===== src/rtl/mips_pkg.sv =====
// mips_pkg: shared definitions for the multicycle MIPS datapath.
// Holds the opcode and funct encodings, the control-field enums used to
// decode the controller strobes, and the immediate sign-extension helper.
package mips_pkg;

  // Opcodes (IR[31:26])
  localparam logic [5:0] OP_RTYPE = 6'b000000;
  localparam logic [5:0] OP_LW    = 6'b100011;
  localparam logic [5:0] OP_SW    = 6'b101011;
  localparam logic [5:0] OP_BEQ   = 6'b000100;
  localparam logic [5:0] OP_ADDI  = 6'b001000;
  localparam logic [5:0] OP_J     = 6'b000010;

  // R-type funct codes (IR[5:0])
  localparam logic [5:0] FN_ADD = 6'b100000;
  localparam logic [5:0] FN_SUB = 6'b100010;
  localparam logic [5:0] FN_AND = 6'b100100;
  localparam logic [5:0] FN_OR  = 6'b100101;
  localparam logic [5:0] FN_SLT = 6'b101010;

  typedef enum logic [2:0] {
    ALU_AND = 3'b000,
    ALU_OR  = 3'b001,
    ALU_ADD = 3'b010,
    ALU_SUB = 3'b110,
    ALU_SLT = 3'b111
  } alu_ctl_t;

  typedef enum logic [1:0] {
    SRCB_B     = 2'b00,
    SRCB_FOUR  = 2'b01,
    SRCB_IMM   = 2'b10,
    SRCB_IMMSH = 2'b11
  } alusrcb_t;

  typedef enum logic [1:0] {
    PCSRC_ALU    = 2'b00,
    PCSRC_ALUOUT = 2'b01,
    PCSRC_JUMP   = 2'b10,
    PCSRC_HOLD   = 2'b11
  } pcsrc_t;

  function automatic logic [31:0] sign_ext16(input logic [15:0] value);
    return {{16{value[15]}}, value};
  endfunction

endpackage


===== src/rtl/mc_regfile.sv =====
// mc_regfile: 32x32 register file, two combinational read ports and one
// synchronous write port. $0 is hard-wired to zero. A read of the register
// being written in the same cycle returns the old contents (no bypass).
// Ports:
//   clk, reset        clock (rising edge), async active-high clear of all regs
//   we, wa, wd        write enable, address, data
//   ra1/rd1, ra2/rd2  read address/data pairs
module mc_regfile (
  input  logic        clk,
  input  logic        reset,
  input  logic        we,
  input  logic [4:0]  wa,
  input  logic [31:0] wd,
  input  logic [4:0]  ra1,
  input  logic [4:0]  ra2,
  output logic [31:0] rd1,
  output logic [31:0] rd2
);

  logic [31:0] regs_r [32];

  // Storage: async clear, write port discards writes to $0
  always_ff @(posedge clk or posedge reset) begin
    if (reset) begin
      for (int i = 0; i < 32; i++) begin
        regs_r[i] <= 32'd0;
      end
    end else if (we && (wa != 5'd0)) begin
      regs_r[wa] <= wd;
    end
  end

  // Reads of $0 are forced to zero independently of the storage contents
  assign rd1 = (ra1 == 5'd0) ? 32'd0 : regs_r[ra1];
  assign rd2 = (ra2 == 5'd0) ? 32'd0 : regs_r[ra2];

endmodule


===== src/rtl/mc_datapath.sv =====
// mc_datapath: multicycle MIPS datapath (lw, sw, add/sub/and/or/slt, beq,
// addi, j). The controller FSM drives the per-cycle strobes; this block holds
// PC, IR, MDR, A, B, ALUOut and the register file and drives the unified
// memory address and write data.
// Ports:
//   clk, reset            clock (rising edge), async active-high reset
//   pcwrite, branch       PC load enables (branch qualified by zero)
//   irwrite, regwrite     IR load / register file write enables
//   alusrca, iord         srcA select (PC/A), memory address select (PC/ALUOut)
//   memtoreg, regdst      write-back data (ALUOut/MDR), dest (rt/rd)
//   alusrcb, pcsrc        srcB select, next-PC select
//   alucontrol            ALU operation
//   readdata              memory read data
//   adr, writedata        memory address, write data (B register)
//   op, funct, zero       decode fields and ALU zero flag for the controller
module mc_datapath
  import mips_pkg::*;
#(
  parameter int          WIDTH    = 32,
  parameter logic [31:0] RESET_PC = 32'h0000_0000
) (
  input  logic             clk,
  input  logic             reset,
  input  logic             pcwrite,
  input  logic             branch,
  input  logic             irwrite,
  input  logic             regwrite,
  input  logic             alusrca,
  input  logic             iord,
  input  logic             memtoreg,
  input  logic             regdst,
  input  logic [1:0]       alusrcb,
  input  logic [1:0]       pcsrc,
  input  logic [2:0]       alucontrol,
  input  logic [WIDTH-1:0] readdata,
  output logic [WIDTH-1:0] adr,
  output logic [WIDTH-1:0] writedata,
  output logic [5:0]       op,
  output logic [5:0]       funct,
  output logic             zero
);

  logic [WIDTH-1:0] pc_r, ir_r, mdr_r, a_r, b_r, aluout_r;
  logic [WIDTH-1:0] rd1_s, rd2_s, wd_s, signimm_s;
  logic [WIDTH-1:0] srca_s, srcb_s, aluresult_s, pcnext_s;
  logic [4:0]       wa_s;
  logic             pcen_s;

  assign signimm_s = sign_ext16(ir_r[15:0]);
  assign wa_s      = regdst ? ir_r[15:11] : ir_r[20:16];
  assign wd_s      = memtoreg ? mdr_r : aluout_r;
  assign srca_s    = alusrca ? a_r : pc_r;
  assign adr       = iord ? aluout_r : pc_r;
  assign writedata = b_r;
  assign op        = ir_r[31:26];
  assign funct     = ir_r[5:0];
  assign zero      = (aluresult_s == 32'd0);
  // Both enables high simply load the PC
  assign pcen_s    = pcwrite | (branch & zero);

  mc_regfile u_regfile (
    .clk   (clk),
    .reset (reset),
    .we    (regwrite),
    .wa    (wa_s),
    .wd    (wd_s),
    .ra1   (ir_r[25:21]),
    .ra2   (ir_r[20:16]),
    .rd1   (rd1_s),
    .rd2   (rd2_s)
  );

  // ALU source B select
  always_comb begin
    srcb_s = 32'd0;
    case (alusrcb_t'(alusrcb))
      SRCB_B:     srcb_s = b_r;
      SRCB_FOUR:  srcb_s = 32'd4;
      SRCB_IMM:   srcb_s = signimm_s;
      SRCB_IMMSH: srcb_s = {signimm_s[29:0], 2'b00};
      default:    srcb_s = 32'd0;
    endcase
  end

  // ALU: modulo-2^32 arithmetic, signed slt, unused codes yield zero
  always_comb begin
    aluresult_s = 32'd0;
    case (alu_ctl_t'(alucontrol))
      ALU_AND: aluresult_s = srca_s & srcb_s;
      ALU_OR:  aluresult_s = srca_s | srcb_s;
      ALU_ADD: aluresult_s = srca_s + srcb_s;
      ALU_SUB: aluresult_s = srca_s - srcb_s;
      ALU_SLT: aluresult_s = {31'd0, ($signed(srca_s) < $signed(srcb_s))};
      default: aluresult_s = 32'd0;
    endcase
  end

  // Next-PC select; jump target uses the PC already incremented at fetch
  always_comb begin
    pcnext_s = pc_r;
    case (pcsrc_t'(pcsrc))
      PCSRC_ALU:    pcnext_s = aluresult_s;
      PCSRC_ALUOUT: pcnext_s = aluout_r;
      PCSRC_JUMP:   pcnext_s = {pc_r[31:28], ir_r[25:0], 2'b00};
      PCSRC_HOLD:   pcnext_s = pc_r;
      default:      pcnext_s = pc_r;
    endcase
  end

  // Program counter
  always_ff @(posedge clk or posedge reset) begin
    if (reset) begin
      pc_r <= RESET_PC;
    end else if (pcen_s) begin
      pc_r <= pcnext_s;
    end
  end

  // Instruction register
  always_ff @(posedge clk or posedge reset) begin
    if (reset) begin
      ir_r <= 32'd0;
    end else if (irwrite) begin
      ir_r <= readdata;
    end
  end

  // Non-architectural pipeline registers, loaded every cycle
  always_ff @(posedge clk or posedge reset) begin
    if (reset) begin
      mdr_r    <= 32'd0;
      a_r      <= 32'd0;
      b_r      <= 32'd0;
      aluout_r <= 32'd0;
    end else begin
      mdr_r    <= readdata;
      a_r      <= rd1_s;
      b_r      <= rd2_s;
      aluout_r <= aluresult_s;
    end
  end

endmodule


===== config.mk =====
export PLATFORM = sky130hd
export DESIGN_NAME = mc_datapath
export DESIGN_NICKNAME = d
export VERILOG_FILES = /design/src/rtl/mips_pkg.sv /design/src/rtl/mc_regfile.sv /design/src/rtl/mc_datapath.sv
export SDC_FILE = /design/constraint.sdc
export NUM_CORES = 2
export LEC_CHECK = 0
export BUFFER_PORTS_ARGS = -buffer_cell sky130_fd_sc_hd__buf_2
export CORE_MARGIN = 2
export CORE_UTILIZATION = 30
export DETAILED_ROUTE_END_ITERATION = 8
export PLACE_DENSITY_LB_ADDON = 0.12
export SLEW_MARGIN = 15
export SYNTH_ARGS = -nofsm -noshare
export SYNTH_HDL_FRONTEND = slang
export SYNTH_HIERARCHICAL = 1
export SYNTH_SLANG_ARGS = --single-unit

===== constraint.sdc =====
create_clock -name clk -period 38.9 [get_ports clk]
set_clock_uncertainty 0.1 [all_clocks]
set_input_delay 3.89 -clock clk [delete_from_list [all_inputs] [get_ports clk]]
set_output_delay 3.89 -clock clk [all_outputs]
set_load 0.005 [all_outputs]

==> results by stage <==
Run status:
- The flow ran to the end, but the final reports show violations.
- The checks that failed: max-capacitance violations, max-slew violations.

Setup path:
- The data arrival at the endpoint of the critical path is 10140 ps.
- Data on the critical path is required at its endpoint by 34910 ps.
- The maximum fanout along the worst path is 29.
- The class of the most critical setup path is primary input to output port.
- STA classifies the critical path startpoint as a primary input.
- The worst flop-to-flop path endpoint is pc_r[13].
- The worst register-to-register path has a setup slack of 31880 ps.
- The cell type of the slowest stage on the worst timing path is sky130_fd_sc_hd__a211oi_1.
- The critical path goes through buf_2 > nor2_2 > buf_4 > a22o_1 > inv_1 > ha_1 > inv_1 > a21oi_1 > o31ai_1 > a211oi_1 > xnor2_1 > a221oi_1 > nand4_1 > or4b_1 > nor4_2 > nand3_1 > nor4_1 > buf_2.
- In this run the critical register-to-register path is launched from ir_r[4].
- The critical path starts at alusrcb[1].
- The number of cells traversed by the worst register-to-register path is 17.
- The category of the worst setup path capture point is an output port.
- The worst stage delay on the critical path is 960 ps.

Detailed routing:
- Across all layers, the routed design uses 46622 vias.
- The count of nets left with antenna violations after detail routing is 0.
- The number of remaining DRC errors is 0.
- For this run, the detailed router's first-pass iteration total came to 6.
- The average routed wire per standard cell is 33.2 µm.
- Wires add up to 269000 µm.
- The initial detailed-routing violation count is 4136.
- After detailed routing, the number of vias per cell comes to 5.74.

Die:
- The total area inside the core boundary comes to 225000 µm².
- The standard-cell row count is 174.
- 126 I/O pins were placed.
- The starting density of the core is 0.302.
- The vertical die dimension is 480 µm.
- The width of the die is 480 µm.
- The floorplan step defined a die boundary enclosing 231000 µm².

Global routing:
- The number of antenna violations at the first check in global routing was 27.
- The first global-routing pass estimated 382000 µm of wire.
- After global routing the overflow that remains totals 0.
- The number of global-route vias before repair is 47444.
- For this run, the total global-route usage over all layers was measured as 0.232.
- The pin count of the biggest net entering global routing is 163.

CTS:
- The post-CTS clock slew at the launch and capture registers of the worst setup and hold paths is 60 ps.
- In this run, post-CTS repair resized a total of 0 instances.
- TritonCTS built the clock tree.
- The clock passes through at most 3 buffers.
- The total number of H-tree levels is 4.
- For this design, the sink count on the clock tree is 1216.
- The buffers inserted during post-CTS setup optimization is 0.
- Clock latency on the worst-skew pair, taken at its later pin, is 810 ps.
- Clock tree synthesis selected as its root buffer the cell sky130_fd_sc_hd__clkbuf_16.
- The number of clock buffers inserted by TritonCTS is 147.
- Hold repair after CTS inserted 0 buffers.

Finish:
- For this run, the post-layout net count is 5164.
- Summing all flip-flop and latch instances after layout gives 30500 µm².
- The footprint of the multi-input gates is 35000 µm².
- Relative to the synthesized area, the layout overhead comes to 12.4%.
- After filler insertion, the fill cell instance count of the layout stands at 22105.
- The fraction of layout cells with a size suffix above 1 is 0.414.
- The final cell utilization of the core is 0.340.

Logic synthesis:
- The number of instances in the synthesized netlist is 5157.
- The post-synth design cell area is 68000 µm².
- Counting flops and latches in the post-synthesis netlist gives 1216.
- The number of enable-type register cells in the synthesized netlist is 0.
- In the synthesized netlist the dominant register cell turns out to be sky130_fd_sc_hd__dfrtp_1.
- The post-synthesis average cell area is 13.2 µm².
- The number of nets handed over by synthesis was 5311.
- The distinct cell type count of the synthesized netlist is 84.
- The sequential area share after synthesis is 0.447.
- In the synthesized netlist the async set-or-reset flop fraction comes to 1.00.
- The number of warnings reported in the yosys synthesis log is 6.

Power:
- The leakage power is 33.7 nW.
- The worst ir drop on vdd is 0.0524 mV.
- The total chip power is 5.21 mW.
- Power spread over the standard cell area amounts to 68.1 nW/µm².

Min path:
- The worst hold path passes through 0 cells.
- The min-delay analysis places its worst path in the category flip-flop to flip-flop.
- The startpoint identified for the worst hold timing path is u_regfile/regs_r[1012].
- The worst hold path terminates at u_regfile/regs_r[1012].

STA:
- The total count of hold-check failures in the final report was 0.
- The setup TNS after final layout is 0 ps.
- Measured against its own limit, the worst slew margin works out to -0.00576.
- Setup violations remaining at the end of the flow were counted as 0.
- In the finished design, the share of the clock period the worst path needs comes to 0.363.
- The transition time at the pin with the least slew margin is 1500 ps.
- Setup repair after global routing left no endpoint under its margin.
- The achievable clock frequency is 0.0708 GHz.
- The clock period minus final worst setup slack is 14130 ps.
- The number of pins exceeding their max-slew limit in the final report is 1.

Placed design:
- The congestion estimate from routability-driven global placement came to 0.934.
- The number of buffer cells added on primary ports is 125.
- The half-perimeter wire length after detailed placement is 168000 µm.

Run:
- The count of max-cap constraint violations is 1.
-- through the flow --
step / setup slack (ps) / cell area [µm²] / hold slack (ps) / cells
4_1_cts: 24910 / 76500 / 303 / 8125
6_report: 24770 / 76500 / 301 / 8129
2_1_floorplan: 6090 / 68000 / 341 / 5157
3_5_place_dp: 24940 / 71300 / 287 / 7853
3_3_place_gp: 25030 / 71300 / 285 / 7853
5_1_grt: 24520 / 76500 / 312 / 8126
-- how the worst max path moves through the flow --
stage,end,depth (start not counted)
6_report,zero,18
5_1_grt,zero,18
4_1_cts,zero,18
3_5_place_dp,zero,18
3_3_place_gp,zero,18
2_1_floorplan,u_regfile/regs_r[0],1
-- placed cells by master (no fill, tap or decap), types with 21 or more instances in the layout --
cell type                   synthesis  final
sky130_fd_sc_hd__a2111oi_0         25     25
sky130_fd_sc_hd__o221ai_1          34     34
sky130_fd_sc_hd__o22ai_1           50     50
sky130_fd_sc_hd__nor2_1            98     78
sky130_fd_sc_hd__o32ai_1           22     22
sky130_fd_sc_hd__a21oi_1          144    144
sky130_fd_sc_hd__a22oi_1          105    105
sky130_fd_sc_hd__nor4_1            38     36
sky130_fd_sc_hd__a21o_1            34     34
sky130_fd_sc_hd__nand3_1           33     33
sky130_fd_sc_hd__nor3_1            52     52
sky130_fd_sc_hd__and2_1            27     24
sky130_fd_sc_hd__mux2_2          1169   1169
sky130_fd_sc_hd__mux4_2           382    382
sky130_fd_sc_hd__inv_1            111    109
sky130_fd_sc_hd__nand2_1          151    135
sky130_fd_sc_hd__buf_4             41    102
sky130_fd_sc_hd__clkbuf_8           0     45
sky130_fd_sc_hd__dfrtp_1         1216   1207
sky130_fd_sc_hd__a22o_1            66     66
sky130_fd_sc_hd__mux2i_1          325    325
sky130_fd_sc_hd__clkinv_2           0     25
sky130_fd_sc_hd__buf_2             81    125
sky130_fd_sc_hd__nand4_1           21     21
sky130_fd_sc_hd__a211oi_1          58     58
sky130_fd_sc_hd__clkbuf_16          0    152
sky130_fd_sc_hd__ha_1             103    102
sky130_fd_sc_hd__o21ai_0           64     64
sky130_fd_sc_hd__mux2_1            23     23
sky130_fd_sc_hd__nor2b_1           58     52
-- logic make-up after synthesis --
kind of cell    count (synthesis)  synth area share
mux                          1899             0.372
flops                        1216             0.447
compound gates                728            0.0763
buf+inv                       644            0.0420
simple gates                  543            0.0404
fa+ha+maj                     105            0.0195
xor+xnor                       22           0.00283
-- area by class of cell --
| cell class | instances | share of cell area |
|---|---|---|
| clock buffers | 216 | 0.0588 |
| multi-input cells | 3297 | 0.458 |
| clock inverters | 56 | 0.00939 |
| flip-flops and latches | 1216 | 0.398 |
| well taps | 2992 | 0.0490 |
| diodes | 4 | 0.000131 |
| repair buffers | 236 | 0.0205 |
| inverters | 112 | 0.00569 |
-- state kept, by name, summed over array words and instances (netlist names) --
signal	count
ir_r	32
a_r	32
u_regfile/regs_r	1024
pc_r	32
writedata	32
mdr_r	32
aluout_r	32
-- synthesized netlist by cell type, drive strengths merged (28+ instances only) --
| cell type | count | area share |
|---|---|---|
| mux2 | 1192 | 0.20 |
| a22oi | 105 | 0.012 |
| a211oi | 59 | 0.0066 |
| inv | 111 | 0.0061 |
| and2 | 28 | 0.0026 |
| o221ai | 34 | 0.0044 |
| mux2i | 325 | 0.048 |
| nor2b | 58 | 0.0053 |
| a22o | 66 | 0.0085 |
| nand2 | 151 | 0.0083 |
| mux4 | 382 | 0.13 |
| nor3 | 53 | 0.0040 |
| nor2 | 98 | 0.0054 |
| buf | 222 | 0.019 |
| a2111oi | 29 | 0.0041 |
| a21o | 34 | 0.0038 |
| o21ai | 64 | 0.0047 |
| a21oi | 145 | 0.011 |
| ha | 103 | 0.019 |
| dfrtp | 1216 | 0.45 |
| clkbuf | 310 | 0.017 |
| nand3 | 33 | 0.0024 |
| nor4 | 40 | 0.0039 |
| o22ai | 50 | 0.0046 |
-- worst max-delay path, delay by kind of cell --
family / cells / cell delay, ps
buffers and inverters: 5 / 1060
adders and majority gates: 1 / 650
and+or+nand+nor: 6 / 2130
xor gates and xnor gates: 1 / 120
AOI/OAI and AO/OA: 5 / 2240
-- where the power goes --
group	leakage, nW	switching (mW)	internal, mW
Combinational	15.3	0.782	0.847
Sequential	15.8	0.389	1.71
Clock	2.57	0.586	0.889
Total	33.7	1.76	3.45
-- per-layer routing --
| metal | wire length, µm | up-vias | global-route usage |
|---|---|---|---|
| met5 | 39 | - | 0 |
| met4 | 7830 | 6 | 0.0666 |
| met3 | 15200 | 362 | 0.0352 |
| met2 | 122000 | 1565 | 0.358 |
| met1 | 125000 | 25402 | 0.335 |
| li1 | - | 19287 | - |
Power figures use the tool's default switching activity.
